$ cat config.mk
export PLATFORM = sky130hd
export DESIGN_NAME = tmds_decode
export DESIGN_NICKNAME = d
export VERILOG_FILES = /design/src/rtl/tmds_pkg.sv /design/src/rtl/tmds_align_fsm.sv /design/src/rtl/tmds_decode.sv
export SDC_FILE = /design/constraint.sdc
export NUM_CORES = 1
export LEC_CHECK = 0
export ABC_AREA = 1
export BUFFER_PORTS_ARGS = -buffer_cell sky130_fd_sc_hd__buf_2
export CAP_MARGIN = 20
export CORE_UTILIZATION = 60
export CTS_CLUSTER_DIAMETER = 60
export DETAILED_ROUTE_END_ITERATION = 12
export GPL_ROUTABILITY_DRIVEN = 1
export HOLD_SLACK_MARGIN = 0.03
export PLACE_DENSITY = 0.9
export SYNTH_ARGS = -nofsm -noshare
export SYNTH_HDL_FRONTEND = slang
export SYNTH_SLANG_ARGS = --single-unit
$ cat constraint.sdc
create_clock -name pixel_clk -period 2.37 [get_ports pixel_clk]
set_input_delay 0.474 -clock pixel_clk [delete_from_list [all_inputs] [get_ports pixel_clk]]
set_output_delay 0.474 -clock pixel_clk [all_outputs]
set_load 0.03 [all_outputs]
$ cat src/rtl/tmds_pkg.sv
// Shared TMDS definitions: control tokens, clock-channel pattern, alignment
// states and the data-period decode used by the per-channel receiver.
package tmds_pkg;

  localparam logic [9:0] CTL_TOKEN_00     = 10'b1101010100;
  localparam logic [9:0] CTL_TOKEN_01     = 10'b0010101011;
  localparam logic [9:0] CTL_TOKEN_10     = 10'b0101010100;
  localparam logic [9:0] CTL_TOKEN_11     = 10'b1010101011;
  localparam logic [9:0] TMDS_CLK_PATTERN = 10'b1111100000;

  typedef enum logic [1:0] {
    SEARCH,
    SLIP,
    WAIT,
    LOCKED
  } align_state_t;

  // Undo the optional inversion (bit 9), then the XOR/XNOR chain (bit 8).
  function automatic logic [7:0] tmds_data_decode(input logic [9:0] raw);
    logic [7:0] q;
    logic [7:0] d;
    q    = raw[9] ? ~raw[7:0] : raw[7:0];
    d    = '0;
    d[0] = q[0];
    for (int unsigned i = 1; i < 8; i++) begin
      d[i] = raw[8] ? (q[i] ^ q[i-1]) : ~(q[i] ^ q[i-1]);
    end
    return d;
  endfunction

endpackage

$ cat src/rtl/tmds_align_fsm.sv
// Word-alignment controller: counts control-token runs, issues bitslip pulses
// on search timeout and drops lock after a long absence of control tokens.
module tmds_align_fsm
  import tmds_pkg::*;
#(
  parameter int unsigned SEARCH_TIMEOUT = 4096,
  parameter int unsigned MIN_CTL_RUN    = 64,
  parameter int unsigned SLIP_WAIT      = 16,
  parameter int unsigned LOSS_TIMEOUT   = 2000000
) (
  input  logic clk,
  input  logic rst,
  input  logic is_ctl,
  output logic locked,
  output logic bitslip
);

  localparam int unsigned TIMER_MAX = (SEARCH_TIMEOUT > SLIP_WAIT) ? SEARCH_TIMEOUT : SLIP_WAIT;
  localparam int unsigned TW = $clog2(TIMER_MAX + 1);
  localparam int unsigned RW = $clog2(MIN_CTL_RUN + 1);
  localparam int unsigned LW = $clog2(LOSS_TIMEOUT + 1);

  localparam logic [TW-1:0] SEARCH_LAST = TW'(SEARCH_TIMEOUT - 1);
  localparam logic [TW-1:0] WAIT_LAST   = TW'(SLIP_WAIT - 1);
  localparam logic [RW-1:0] RUN_MAX     = RW'(MIN_CTL_RUN);
  localparam logic [LW-1:0] LOSS_LAST   = LW'(LOSS_TIMEOUT - 1);

  align_state_t  state, state_nxt;
  logic [TW-1:0] timer, timer_nxt;
  logic [RW-1:0] ctl_run, ctl_run_nxt, run_step;
  logic [LW-1:0] loss, loss_nxt;
  logic          run_full;

  always_ff @(posedge clk) begin
    if (rst) begin
      state   <= SEARCH;
      timer   <= '0;
      ctl_run <= '0;
      loss    <= '0;
    end else begin
      state   <= state_nxt;
      timer   <= timer_nxt;
      ctl_run <= ctl_run_nxt;
      loss    <= loss_nxt;
    end
  end

  // Lock is taken on the edge where the run count reaches its target.
  always_comb begin
    run_step = '0;
    if (is_ctl) begin
      run_step = (ctl_run == RUN_MAX) ? ctl_run : ctl_run + 1'b1;
    end
    run_full = (run_step == RUN_MAX);
  end

  always_comb begin
    state_nxt   = state;
    timer_nxt   = timer;
    ctl_run_nxt = run_step;
    loss_nxt    = loss;
    case (state)
      SEARCH: begin
        if (run_full) begin
          state_nxt = LOCKED;
          timer_nxt = '0;
          loss_nxt  = '0;
        end else if (timer == SEARCH_LAST) begin
          state_nxt = SLIP;
          timer_nxt = '0;
        end else begin
          timer_nxt = timer + 1'b1;
        end
      end
      SLIP: begin
        state_nxt   = WAIT;
        timer_nxt   = '0;
        ctl_run_nxt = '0;
      end
      WAIT: begin
        ctl_run_nxt = '0;
        if (timer == WAIT_LAST) begin
          state_nxt = SEARCH;
          timer_nxt = '0;
        end else begin
          timer_nxt = timer + 1'b1;
        end
      end
      LOCKED: begin
        if (is_ctl) begin
          loss_nxt = '0;
        end else if (loss == LOSS_LAST) begin
          state_nxt = SEARCH;
          timer_nxt = '0;
          loss_nxt  = '0;
        end else begin
          loss_nxt = loss + 1'b1;
        end
      end
      default: state_nxt = SEARCH;
    endcase
  end

  assign locked  = (state == LOCKED);
  assign bitslip = (state == SLIP);

endmodule

$ cat src/rtl/tmds_decode.sv
// Per-channel TMDS receive decoder: registers the deserialized word, classifies
// and decodes it, and drives the pixel outputs two cycles after tmds_raw.
module tmds_decode
  import tmds_pkg::*;
#(
  parameter int unsigned SEARCH_TIMEOUT = 4096,
  parameter int unsigned MIN_CTL_RUN    = 64,
  parameter int unsigned SLIP_WAIT      = 16,
  parameter int unsigned LOSS_TIMEOUT   = 2000000
) (
  input  logic       pixel_clk,
  input  logic       rst,
  input  logic [9:0] tmds_raw,
  output logic       bitslip,
  output logic       locked,
  output logic       active,
  output logic [1:0] ctl,
  output logic [7:0] pdata
);

  logic [9:0] raw_q;
  logic       is_ctl;
  logic [1:0] tok;
  logic [7:0] data_dec;

  always_ff @(posedge pixel_clk) begin
    if (rst) begin
      raw_q <= '0;
    end else begin
      raw_q <= tmds_raw;
    end
  end

  always_comb begin
    is_ctl = 1'b1;
    tok    = 2'b00;
    case (raw_q)
      CTL_TOKEN_00: tok = 2'b00;
      CTL_TOKEN_01: tok = 2'b01;
      CTL_TOKEN_10: tok = 2'b10;
      CTL_TOKEN_11: tok = 2'b11;
      default:      is_ctl = 1'b0;
    endcase
  end

  assign data_dec = tmds_data_decode(raw_q);

  tmds_align_fsm #(
    .SEARCH_TIMEOUT(SEARCH_TIMEOUT),
    .MIN_CTL_RUN   (MIN_CTL_RUN),
    .SLIP_WAIT     (SLIP_WAIT),
    .LOSS_TIMEOUT  (LOSS_TIMEOUT)
  ) u_align (
    .clk    (pixel_clk),
    .rst    (rst),
    .is_ctl (is_ctl),
    .locked (locked),
    .bitslip(bitslip)
  );

  // ctl is left untouched during data words so the last token value persists.
  always_ff @(posedge pixel_clk) begin
    if (rst) begin
      active <= 1'b0;
      ctl    <= 2'b00;
      pdata  <= '0;
    end else if (!locked) begin
      active <= 1'b0;
      ctl    <= 2'b00;
      pdata  <= '0;
    end else if (is_ctl) begin
      active <= 1'b0;
      ctl    <= tok;
      pdata  <= '0;
    end else begin
      active <= 1'b1;
      pdata  <= data_dec;
    end
  end

endmodule

==> After elaboration in Yosys (flattened, before gate mapping) <==
Cells that the tools add are included.
{ "word_totals": {"regBits": 64, "out_inout_bits": 13} }
{ "op_classes": {"muxes": 29, "addsub": 3, "eq_ne": 17, "n_reduce_logical": 9, "bitwise": 16} }
{ "op_table": {"columns": ["op", "n"], "rows": [
  ["$mux 13", 5],
  ["$mux 21", 3],
  ["$pmux 13 s4", 1],
  ["$pmux 21 s2", 1],
  ["$add 21x1->21 const B", 1],
  ["$eq 21x21->1 const B", 1],
  ["$eq 10x10->1 const B", 2],
  ["$eq 7x7->1 const B", 2],
  ["$mux 7", 2],
  ["$add 13x1->13 const B", 1],
  ["$eq 13x12->1 const B", 1],
  ["$eq 13x4->1 const B", 1],
  ["$eq 10x8->1 const B", 1],
  ["$eq 10x9->1 const B", 1],
  ["$mux 2", 5],
  ["$mux 1", 9],
  ["$mux 8", 1],
  ["$not 1->1", 8],
  ["$not 8->8", 1],
  ["$pmux 2 s4", 1],
  ["$add 7x1->7 const B", 1],
  ["$xor 1x1->1", 7],
  ["$ne 2x1->1 const B", 3],
  ["$pmux 2 s3", 1],
  ["11 further kinds", 14]
]} }

==> Depth between registers and ports, before layout <==
{ "depth": {"word_depth": 7, "ltp_mapped": 14, "depth_no_buf": 14} }

==> By module <==
From an unflattened synthesis, not the netlist that was laid out.
{ "unflattened": {"hier_cells": 553, "hier_area_um2": 3575.9} }
{ "modules_own_cells": {"columns": ["module", "cells_each", "area_per_inst_um2", "instances", "seq_area_each_um2"], "rows": [
  ["tmds_align_fsm", 443, 2730.1, 1, 860.8],
  ["tmds_decode", 110, 845.8, 1, 420.4]
]} }

==> Worst setup path after synthesis <==
Ideal clock, no wire load.
{ "synth_path": {"path_type": "reg2reg", "from": "register raw_q[6]", "to": "register u_align.loss[13]", "path_stages_with_launch": 13, "setup_time_ns": 0.142, "period_less_slack_ns": 1.664, "required_time_ns": 2.228, "setup_slack_ns": 0.706, "n_path_buf": 1, "arrival_ns": 1.522, "cell_sequence": "dfxtp_1 > inv_1 > ha_1 > inv_1 > nor2_1 > nand2_4 > nand2_8 > nand3_4 > nor2_4 > nand3_4 > buf_12 > nand3_2 > a21oi_2"} }
{ "synth_via": {"elab_chain_len": 7, "elab_cells_between_ends": 12, "cone_classes": "eq/ne (6); mux (4); reduce/logical (2)"} }
{ "synth_lines": {"columns": ["element", "line", "rtl"], "rows": [
  ["from (decl)", "tmds_decode.sv:21", "logic [9:0] raw_q;"],
  ["from (signal assigned)", "tmds_decode.sv:30", "raw_q <= tmds_raw;"],
  ["$eq 10x10->1, or another cell as far along", "tmds_decode.sv:37", "case (raw_q)"],
  ["$reduce_or 4->1 (no source line) *", null, null],
  ["$mux 1 *", "tmds_decode.sv:37", null],
  ["$mux 7", "tmds_align_fsm.sv:51", "if (is_ctl) begin"],
  ["$eq 7x7->1", "tmds_align_fsm.sv:54", "run_full = (run_step == RUN_MAX);"],
  ["$ne 2x1->1 (no source line)", null, null],
  ["$reduce_and 2->1 (no source line)", null, null],
  ["to (signal assigned)", "tmds_align_fsm.sv:44", "loss <= loss_nxt;"],
  ["to (decl)", "tmds_align_fsm.sv:31", "logic [LW-1:0] loss, loss_nxt;"]
]} }
Every way passes the cells marked *; elsewhere a longest branch is shown, timed or not.
A chain may end at the register's enable or synchronous reset.

==> Worst setup path after layout <==
{ "layout_path": {"from": "register raw_q[0]", "to": "register u_align.loss[14]"} }
Same word-level chain as after synthesis.

==> flow_summary.html <==
<table>
<tr><th>Metric</th><th>Value</th></tr>
<tr><th colspan="2">STA</th></tr>
<tr><td>Setup violation total in the final timing report</td><td>0</td></tr>
<tr><td>Maximum clock frequency</td><td>0.469 GHz</td></tr>
<tr><td>Count of pins over their slew limit</td><td>0</td></tr>
<tr><td>Relative slew margins</td><td>72.6%</td></tr>
<tr><td>Unrepaired setup endpoints after global routing</td><td>no</td></tr>
<tr><td>Post-route setup TNS</td><td>0 ns</td></tr>
<tr><td>Final hold violations</td><td>0</td></tr>
<tr><td>Fin crit share</td><td>89.9%</td></tr>
<tr><td>Slew of the pin with the lowest slew margin</td><td>0.411 ns</td></tr>
<tr><td>Clock tree skew after final layout</td><td>0.0110 ns</td></tr>
<tr><td>Post-layout minimum cycle time</td><td>2.13 ns</td></tr>
<tr><th colspan="2">Clock network</th></tr>
<tr><td>Root cell of the clock tree</td><td>sky130_fd_sc_hd__clkbuf_8</td></tr>
<tr><td>H-tree depth</td><td>3</td></tr>
<tr><td>Num Clock Sinks</td><td>64</td></tr>
<tr><td>TritonCTS clock tree</td><td>built</td></tr>
<tr><td># hold bufs at CTS</td><td>0</td></tr>
<tr><td>Buffer depth of the longest clock path</td><td>2</td></tr>
<tr><td>Post-CTS Setup Bufs</td><td>0</td></tr>
<tr><td>Number of CTS-inserted buffers</td><td>9</td></tr>
<tr><td>Post-CTS resize count</td><td>0</td></tr>
<tr><td>Clk_lat worst skew</td><td>0.35 ns</td></tr>
<tr><td>Clock-pin transition on the worst setup and hold timing paths</td><td>0.07 ns</td></tr>
<tr><th colspan="2">GRT</th></tr>
<tr><td>Number of antenna violations at the first check in global routing</td><td>0</td></tr>
<tr><td>All-Layer GR Usage</td><td>26.2%</td></tr>
<tr><td>Global-route wire length before repair</td><td>12,900 um</td></tr>
<tr><td>Via count of the first global-routing pass</td><td>2,999</td></tr>
<tr><td>Maximum number of pins on one net before global-route repair</td><td>18</td></tr>
<tr><td>Final global-route overflow total</td><td>0</td></tr>
<tr><th colspan="2">Placement</th></tr>
<tr><td>Cell area after placement</td><td>3780 sq um</td></tr>
<tr><td>Routability Congestion</td><td>0.878</td></tr>
<tr><td>Port-buffer cells</td><td>24</td></tr>
<tr><td>Detailed placer's ending HPWL</td><td>5390 um</td></tr>
<tr><th colspan="2">Critical path</th></tr>
<tr><td>Crit-path slowest cell</td><td>sky130_fd_sc_hd__dfxtp_1</td></tr>
<tr><td>Buffers plus inverters on the worst setup path</td><td>4</td></tr>
<tr><td>Largest fanout on the critical path</td><td>14</td></tr>
<tr><td>Most common cell type on the critical path</td><td>sky130_fd_sc_hd__inv_1</td></tr>
<tr><td>Nature of the critical path endpoint</td><td>register</td></tr>
<tr><td>Crit path largest cell delay</td><td>0.39 ns</td></tr>
<tr><td>Worst setup path startpoint</td><td>raw_q[0]</td></tr>
<tr><td>Crit path depth</td><td>11</td></tr>
<tr><td>Worst reg-to-reg setup slack</td><td>0.24 ns</td></tr>
<tr><td>Ordered list of cells on the worst path</td><td>inv_1, ha_1, nand2_1, inv_1, nand2_4, nand2_8, inv_6, nand3_2, inv_1, o21ai_0, a21oi_1</td></tr>
<tr><td>Family with the most delay on the worst path</td><td>buffers and inverters</td></tr>
<tr><td>Type of origin of the critical path</td><td>register</td></tr>
<tr><td>Critical register-to-register path endpoint</td><td>u_align.loss[14]</td></tr>
<tr><td>WP data required</td><td>2.65 ns</td></tr>
<tr><td>Arrival time of data at the critical path endpoint</td><td>2.41 ns</td></tr>
<tr><td>Launching point of the worst reg2reg path</td><td>raw_q[0]</td></tr>
<tr><td>Worst Setup EP</td><td>u_align.loss[14]</td></tr>
<tr><td>Critical path start-end classification</td><td>reg2reg</td></tr>
<tr><td>Path depth of the worst reg2reg path</td><td>11</td></tr>
<tr><th colspan="2">Die</th></tr>
<tr><td>Ports</td><td>25</td></tr>
<tr><td>Die area</td><td>6340 sq um</td></tr>
<tr><td>Number of cell rows</td><td>27</td></tr>
<tr><td>Area of the placeable core</td><td>5640 sq um</td></tr>
<tr><td>DIE HEIGHT</td><td>79.6 um</td></tr>
<tr><td>Width of the chip</td><td>79.6 um</td></tr>
<tr><td>Starting density of the core</td><td>64.1%</td></tr>
<tr><th colspan="2">Route</th></tr>
<tr><td>Detailed-routing iteration count for the pre-antenna-repair pass</td><td>6</td></tr>
<tr><td>Violation count after the first detailed-routing iteration</td><td>189</td></tr>
<tr><td>Number of nets still failing antenna checks after routing</td><td>0</td></tr>
<tr><td>WL/cell</td><td>12.9 um</td></tr>
<tr><td>Final Routed Wirelength</td><td>7560 um</td></tr>
<tr><td>DRC</td><td>0</td></tr>
<tr><td>Vias per std cell</td><td>5.49</td></tr>
<tr><td>Total vias in the final route</td><td>3,230</td></tr>
<tr><th colspan="2">Synthesis</th></tr>
<tr><td>Synth unique cells</td><td>38</td></tr>
<tr><td>Syn Inst Count</td><td>481</td></tr>
<tr><td>Average footprint of a synthesized cell</td><td>7.52 sq um</td></tr>
<tr><td>Number of nets produced by synthesis</td><td>505</td></tr>
<tr><td>Register area share after synthesis</td><td>35.4%</td></tr>
<tr><td>Summed instance area of the synthesized netlist</td><td>3610 sq um</td></tr>
<tr><td>Warnings from Yosys</td><td>0</td></tr>
<tr><td>#FFs+latches synth</td><td>64</td></tr>
<tr><th colspan="2">Cells and area</th></tr>
<tr><td>Antenna diode count</td><td>0</td></tr>
<tr><td>Signed area change from the synthesized netlist to the final layout</td><td>11.4%</td></tr>
<tr><td>Final instance area</td><td>4030 sq um</td></tr>
<tr><td>Share of post-route cells with drive strength above 1</td><td>21.1%</td></tr>
<tr><td>Nets</td><td>535</td></tr>
<tr><th colspan="2">Min path</th></tr>
<tr><td>Startpoint of the tightest hold check path</td><td>tmds_raw[5]</td></tr>
<tr><td>Worst min-delay path class</td><td>in2reg</td></tr>
<tr><th colspan="2">Outcome</th></tr>
<tr><td>Result of the run</td><td>complete, no violations</td></tr>
<tr><th colspan="2">Flow run</th></tr>
<tr><td>Max-Cap Viols</td><td>0</td></tr>
<tr><th colspan="2">Pwr</th></tr>
<tr><td>Power per cell area</td><td>584 nW/um^2</td></tr>
<tr><td>Worst IR drop on VDD</td><td>0.000408 V</td></tr>
<tr><td>Lkg Pwr</td><td>1.69 nW</td></tr>
</table>
[synth_stat cells]
cell type	number	share of area, %
sky130_fd_sc_hd__inv_1	82	8.5
sky130_fd_sc_hd__nand2_1	65	6.7
sky130_fd_sc_hd__dfxtp_1	64	35
sky130_fd_sc_hd__nor2_1	60	6.2
sky130_fd_sc_hd__nand3_1	33	4.6
sky130_fd_sc_hd__o21ai_0	20	2.8
sky130_fd_sc_hd__a21oi_1	19	2.6
sky130_fd_sc_hd__nand3_2	14	3.9
sky130_fd_sc_hd__ha_1	12	4.2
sky130_fd_sc_hd__nand4_1	12	2.1
sky130_fd_sc_hd__nor2_2	11	1.9
sky130_fd_sc_hd__xnor2_1	11	2.7
sky130_fd_sc_hd__a21oi_2	10	2.4
sky130_fd_sc_hd__nand2_2	9	1.6
sky130_fd_sc_hd__nor3_1	9	1.2
sky130_fd_sc_hd__xor2_1	9	2.2
sky130_fd_sc_hd__nand2_4	5	1.6
sky130_fd_sc_hd__buf_6	3	0.93
sky130_fd_sc_hd__clkbuf_1	3	0.31
sky130_fd_sc_hd__inv_2	3	0.31
sky130_fd_sc_hd__nand3_4	3	1.5
sky130_fd_sc_hd__nor2_4	3	0.93
sky130_fd_sc_hd__o21bai_1	3	0.62
sky130_fd_sc_hd__nand2_8	2	1.1
sky130_fd_sc_hd__nor4_1	2	0.35
sky130_fd_sc_hd__o2111ai_1	2	0.48
sky130_fd_sc_hd__a21oi_4	1	0.45
sky130_fd_sc_hd__buf_1	1	0.10
sky130_fd_sc_hd__buf_12	1	0.55
sky130_fd_sc_hd__buf_2	1	0.14
sky130_fd_sc_hd__inv_4	1	0.17
sky130_fd_sc_hd__inv_6	1	0.24
sky130_fd_sc_hd__mux2i_1	1	0.28
sky130_fd_sc_hd__nand3b_1	1	0.21
sky130_fd_sc_hd__nor3_2	1	0.28
sky130_fd_sc_hd__o21ai_1	1	0.14
sky130_fd_sc_hd__o31ai_1	1	0.21
sky130_fd_sc_hd__or2_2	1	0.17
[placed cells by master (no fill, tap or decap), types with 5 or more instances in the layout]
cell / count
sky130_fd_sc_hd__nor2_2: 11
sky130_fd_sc_hd__ha_1: 12
sky130_fd_sc_hd__nand2_2: 9
sky130_fd_sc_hd__buf_2: 24
sky130_fd_sc_hd__xor2_1: 9
sky130_fd_sc_hd__nand3_2: 14
sky130_fd_sc_hd__nand2_4: 5
sky130_fd_sc_hd__clkbuf_8: 9
sky130_fd_sc_hd__dfxtp_1: 64
sky130_fd_sc_hd__nor3_1: 9
sky130_fd_sc_hd__nor2_1: 60
sky130_fd_sc_hd__inv_1: 82
sky130_fd_sc_hd__nand2_1: 65
sky130_fd_sc_hd__nand3_1: 33
sky130_fd_sc_hd__xnor2_1: 11
sky130_fd_sc_hd__nand4_1: 12
sky130_fd_sc_hd__o21ai_0: 20
sky130_fd_sc_hd__a21oi_2: 10
sky130_fd_sc_hd__a21oi_1: 19
[per-layer routing]
metal  part of all wire, %  global-route usage [%]  vias up
met2                    47                    43.6      134
met1                    43                    31.2     1487
met5                     0                       0        -
li1                      -                       -     1586
met3                   6.8                    4.69       23
met4                   2.9                    16.0        0
[logic make-up (layout without fill, tap and decap cells)]
family | Yosys count | count (layout) | synth area share (%)
buffers and inverters | 96 | 131 | 11.3
xor gates and xnor gates | 20 | 20 | 4.85
muxes | 1 | 1 | 0.277
AOI/OAI and AO/OA | 57 | 57 | 9.73
and+or+nand+nor | 231 | 231 | 34.3
DFF | 64 | 64 | 35.4
adders and majority gates | 12 | 12 | 4.15
[sequential cells by signal (all words and copies together), names as in the netlist]
name / flops
u_align.state: 2
raw_q: 10
ctl: 2
pdata: 8
u_align.ctl_run: 7
u_align.loss: 21
u_align.timer: 13
active: 1
[through the flow]
| stage | instances | utilization, % | hold WS [ns] | power, mW | worst slack [ns] |
|---|---|---|---|---|---|
| floorplan | 481 | - | 0.454 | 1.20 | 0.706 |
| global placement | 572 | 67.0 | 0.438 | 1.22 | 0.422 |
| detailed placement | 572 | 67.0 | 0.469 | 1.22 | 0.329 |
| CTS | 588 | 71.3 | 0.316 | 2.36 | 0.272 |
| global route | 588 | 71.3 | 0.325 | 2.42 | 0.101 |
| finish | 588 | 71.3 | 0.325 | 2.35 | 0.240 |
[worst min path at each step]
stage	to	cells after the start
finish	raw_q[5]	3
global route	raw_q[5]	3
CTS	raw_q[5]	3
detailed placement	ctl[1]	2
global placement	ctl[1]	2
floorplan	u_align.loss[0]	1
[final cells by class]
class | count | area [sq um]
Clock buffer | 9 | 124
Fill cell | 409 | 1620
Clock inverter | 7 | 120
Sequential cell | 64 | 1280
Timing Repair Buffer | 28 | 150
Multi-Input combinational cell | 321 | 1930
Inverter | 87 | 334
Tap cell | 72 | 90.1
[power by group]
part	switching [mW]	internal, mW
Combinational	0.0595	0.0426
Clock	0.447	0.700
Sequential	0.0118	1.09
[worst min-delay path, stage by stage]
cell	delay [ns]
sky130_fd_sc_hd__buf_2	0.09
sky130_fd_sc_hd__inv_1	0.04
sky130_fd_sc_hd__nor2_1	0.03
No activity file was read; power rests on OpenSTA's default activity.
